--- config.mk ---
export PLATFORM = sky130hd
export DESIGN_NAME = wb_write_arbiter
export DESIGN_NICKNAME = d
export VERILOG_FILES = /design/src/rtl/wb_write_arbiter.sv
export SDC_FILE = /design/constraint.sdc
export NUM_CORES = 1
export LEC_CHECK = 0
export CAP_MARGIN = 30
export CORE_AREA = 2 2 132 134
export CTS_BUF_LIST = sky130_fd_sc_hd__clkbuf_8
export CTS_CLUSTER_SIZE = 25
export DETAILED_ROUTE_END_ITERATION = 7
export DIE_AREA = 0 0 134 136
export PLACE_DENSITY = 0.71
export SYNTH_ARGS = -nofsm -noshare
export SYNTH_HDL_FRONTEND = slang
export SYNTH_SLANG_ARGS = --single-unit
--- constraint.sdc ---
create_clock -name clk -period 3.5 [get_ports clk]
set_input_delay 1.05 -clock clk [delete_from_list [all_inputs] [get_ports clk]]
set_output_delay 1.05 -clock clk [all_outputs]
set_load 0.005 [all_outputs]
--- src/rtl/wb_write_arbiter.sv ---
// Register-file write-port master: merges pipeline writebacks with queued long-latency results.
// Optional starvation guard enabled by defining WB_STARVE_GUARD_EN.
module wb_write_arbiter #(
  parameter int WIDTH        = 32,
  parameter int DEPTH        = 4,
  parameter int STARVE_LIMIT = 8
) (
  input  logic                       clk,
  input  logic                       reset,
  input  logic                       pipe_we,
  input  logic [4:0]                 pipe_rw,
  input  logic [WIDTH-1:0]           pipe_wd,
  output logic                       pipe_stall,
  input  logic                       lu_valid,
  output logic                       lu_ready,
  input  logic [4:0]                 lu_rw,
  input  logic [WIDTH-1:0]           lu_wd,
  output logic                       we,
  output logic [4:0]                 rw,
  output logic [WIDTH-1:0]           wd,
  output logic                       pending,
  output logic [$clog2(DEPTH+1)-1:0] count
);

  localparam int CW = $clog2(DEPTH + 1);
  localparam int PW = $clog2(DEPTH);

  logic [4:0]       mem_rw [DEPTH];
  logic [WIDTH-1:0] mem_wd [DEPTH];

  logic [PW-1:0]    wptr_q, rptr_q;
  logic [CW-1:0]    count_q, count_d;
  logic             we_q;
  logic [4:0]       rw_q;
  logic [WIDTH-1:0] wd_q;

  logic push, pop, pipe_win, fire;

  assign pending    = (count_q != '0);
  assign count      = count_q;
  assign lu_ready   = !reset && (count_q != CW'(DEPTH));
  assign pipe_stall = fire && !reset;
  assign we         = we_q;
  assign rw         = rw_q;
  assign wd         = wd_q;

`ifdef WB_STARVE_GUARD_EN
  localparam int SW = $clog2(STARVE_LIMIT + 1);
  logic [SW-1:0] starve_q, starve_d;

  assign fire = (starve_q == SW'(STARVE_LIMIT));

  // Counts consecutive cycles the queue was blocked by the pipeline; clears on firing.
  always_comb begin
    starve_d = '0;
    if (!fire && pipe_we && pending)
      starve_d = starve_q + SW'(1);
  end

  always_ff @(posedge clk) begin
    if (reset) starve_q <= '0;
    else       starve_q <= starve_d;
  end
`else
  logic unused_limit;
  assign unused_limit = ^STARVE_LIMIT;
  assign fire         = 1'b0;
`endif

  always_comb begin
    push     = lu_valid && lu_ready;
    pipe_win = pipe_we && !fire;
    pop      = pending && !pipe_win;
    count_d  = count_q + CW'(push) - CW'(pop);
  end

  // Queue storage carries no reset; occupancy and pointers define validity.
  always_ff @(posedge clk) begin
    if (push) begin
      mem_rw[wptr_q] <= lu_rw;
      mem_wd[wptr_q] <= lu_wd;
    end
  end

  always_ff @(posedge clk) begin
    if (reset) begin
      wptr_q  <= '0;
      rptr_q  <= '0;
      count_q <= '0;
      we_q    <= 1'b0;
      rw_q    <= '0;
      wd_q    <= '0;
    end else begin
      count_q <= count_d;
      if (push) wptr_q <= wptr_q + PW'(1);
      if (pop)  rptr_q <= rptr_q + PW'(1);
      we_q <= pipe_win || pop;
      if (pipe_win) begin
        rw_q <= pipe_rw;
        wd_q <= pipe_wd;
      end else if (pop) begin
        rw_q <= mem_rw[rptr_q];
        wd_q <= mem_wd[rptr_q];
      end
    end
  end

endmodule

==> summary.txt <==
Post-CTS setup buffer count: 0
Initial core utilization: 44.3%
Final Max Slew Viols: 0
Pin count of the biggest net entering global routing: 76
Post-cts gate resize count: 0
First-pass GRT wire length: 24100 um
Routed WL: 16000 um
Port Buffers: 120
GPL Wtd Cong: 0.727
Vias/cell: 5.45
Comb pwr share: 24.6%
Final hold violations: 0
Main flop type after synthesis: edfxtp_1
P_int: 4.22 mW
Worst EP arrival: 2.21 ns
LEAKAGE: 3.13 nW
Remaining antenna violation count: 0
# DRC: 0
Setup CP Type: in2out
Core area: 16900 um2
Worst reg2reg path depth: 10
Fillers: 1357
Yosys warns: 0
Count of final setup violators: 0
CTS clk-pin slew, worst paths: 0.09 ns
Main area contributors after synthesis: edfxtp_1 (59%), dfxtp_1 (13%), mux2_2 (11%)
Worst Skew: 0.0129 ns
Flop-to-flop setup slack: 1.10 ns
Via count: 4460
Die Width: 134 um
#FFs+latches synth: 195
Die area: 18200 um2
Clk_lat worst skew: 0.46 ns
Hold-fix buffers, CTS: 0
CTS Buf Count: 17
DP Wirelength: 10100 um
Row cnt: 48
Top cells by instance count after synthesis: edfxtp_1 (148), mux2_2 (75), dfxtp_1 (47)
Initial antenna violation count: 1
Setup crit start kind: primary input
Mapped Area: 7470 um2
Final Instance Area: 9410 um2
# H-tree levels: 4
Mean area per synthesized cell: 16.2 um2
Hold Path Stages: 2
CTS Buffer Depth: 2
IO Count: 122
Total power per unit cell area: 617 nW/um2
Hold EP: rptr_q[1]$_SDFFE_PP0P_
Gr usage total: 17.8%
Worst slew margin relative to its limit: 48.5%
DR iter-0 viols: 367
Reg power frac: 50.1%
Sequential cell area: 5390 um2
Final min period: 3.26 ns
RSZ-0062 raised after global routing: false
Worst Hold Class: reg2reg
Max-capacitance violation count: 0
Diodes inserted: 0
Avg WL per Cell: 19.5 um
Max FO, Critical Path: 3
Maximum vdd drop: 315 uV
Sw Share: 27.4%
CP endpoint kind: primary output
Clock Sinks: 195
Most frequent cell after synthesis: edfxtp_1
Pre-antenna DRT Iters: 7
Multi-input logic area: 1880 um2
Max Clk Rate: 0.306 GHz
Layout cell share with drive strength beyond 1: 22.2%
Final net count: 666
Synth cell types: 28
GRT overflow: 0
CTS tree: built
Status: finished clean
Cells after synthesis: 460
DIE HEIGHT: 136 um
Hold Startpoint: rptr_q[1]$_SDFFE_PP0P_
Area grow syn2layout: 26.0%
Worst-margin pin slew: 0.773 ns
Req. time, crit path: 2.45 ns
Crit Reg-Reg Endpoint: count[2]$_SDFF_PP0_
Cell taking the most area after synthesis: edfxtp_1
Top-area cell type share of the netlist area: 59.5%
Final cycle utilization of the critical path: 93.2%
Net Sw Power: 1.59 mW
Worst r2r src: count[1]$_SDFF_PP0_
Root buf cell: clkbuf_8
DP Area: 8980 um2
EDFF count, synth: 148
Syn nets: 545
Vias in the first global route: 4462
Setup_tns: 0 ns
Post-synth ARST share: 0%
Clk pwr share: 25.3%
Post-synthesis sequential area ratio: 72.1%
==> sequential cells by signal (all words and copies together) (netlist names), named ones only <==
signal	cells
rw	5
count	3
we	1
wptr_q	2
wd	32
mem_rw	20
rptr_q	2
mem_wd	128
==> metrics by stage <==
step	worst slack (ns)	hold slack (ns)	total power, mW	util [%]	instances
floorplan	0.377	0.455	3.76	-	460
global placement	0.206	0.463	4.34	53.2	786
detailed placement	0.172	0.489	4.38	53.2	786
CTS	0.206	0.503	5.85	55.6	818
global route	0.203	0.524	6.09	55.8	819
finish	0.236	0.497	5.81	55.8	819
==> cell usage in the layout (no fill, tap or decap), types with 4 or more instances in the layout <==
master,synthesis,final
o21ai_1,11,11
nor2_1,6,5
dfxtp_1,47,46
clkdlybuf4s50_1,0,119
edfxtp_1,148,148
clkinv_4,0,5
clkbuf_8,0,17
and2_2,0,4
a222oi_1,37,37
buf_12,0,7
a21oi_1,40,40
inv_1,8,8
inv_6,0,4
o21ai_0,26,26
mux2_2,75,75
buf_4,1,8
ha_1,6,6
==> power groups by stage <==
stage               combinational [mW]  sequential (mW)  clock (mW)
finish                            1.43             2.91        1.47
global route                      1.55             2.94        1.60
CTS                               1.32             3.02        1.51
detailed placement                1.31             3.07           0
global placement                  1.28             3.06           0
floorplan                        0.804             2.96           0
==> worst max-delay path: stages <==
cell and delay, ns:
clkdlybuf4s50_1 0.44, nor2_1 0.19, clkdlybuf4s50_1 0.53
==> worst max-delay path by stage <==
stage	to	depth (start not counted)	slack [ns]	start
after global placement	count[2]$_SDFF_PP0_	11	0.21	lu_valid
after detailed placement	count[2]$_SDFF_PP0_	11	0.17	lu_valid
final	lu_ready	3	0.24	reset
after floorplan	count[2]$_SDFF_PP0_	11	0.38	reset
after CTS	lu_ready	3	0.21	reset
after global routing	lu_ready	3	0.20	reset
==> cell type report <==
class / instances / area share (%)
flip-flops and latches: 195 / 57.3
multi-input cells: 223 / 20.0
repair buffers: 136 / 15.1
well taps: 225 / 2.99
clock buffers: 17 / 2.49
clock inverters: 15 / 1.83
inverters: 8 / 0.319
==> metal layers <==
metal	vias to the layer above	global-route usage [%]	part of all wire (%)
li1	2075	-	-
met1	2220	20.7	41
met2	145	32.0	53
met3	18	4.47	5.4
met4	2	6.32	1.2
met5	-	0	0.081
==> cells by family after synthesis <==
kind of cell / Yosys count / share of synthesized area (%)
xor+xnor: 1 / 0.117
compound gates: 116 / 10.3
buf+inv: 42 / 3.01
flops: 195 / 72.1
mux: 76 / 11.4
other cells: 1 / 0.0502
fa+ha+maj: 7 / 1.27
simple gates: 22 / 1.69
(Power assumes the default switching activity.)
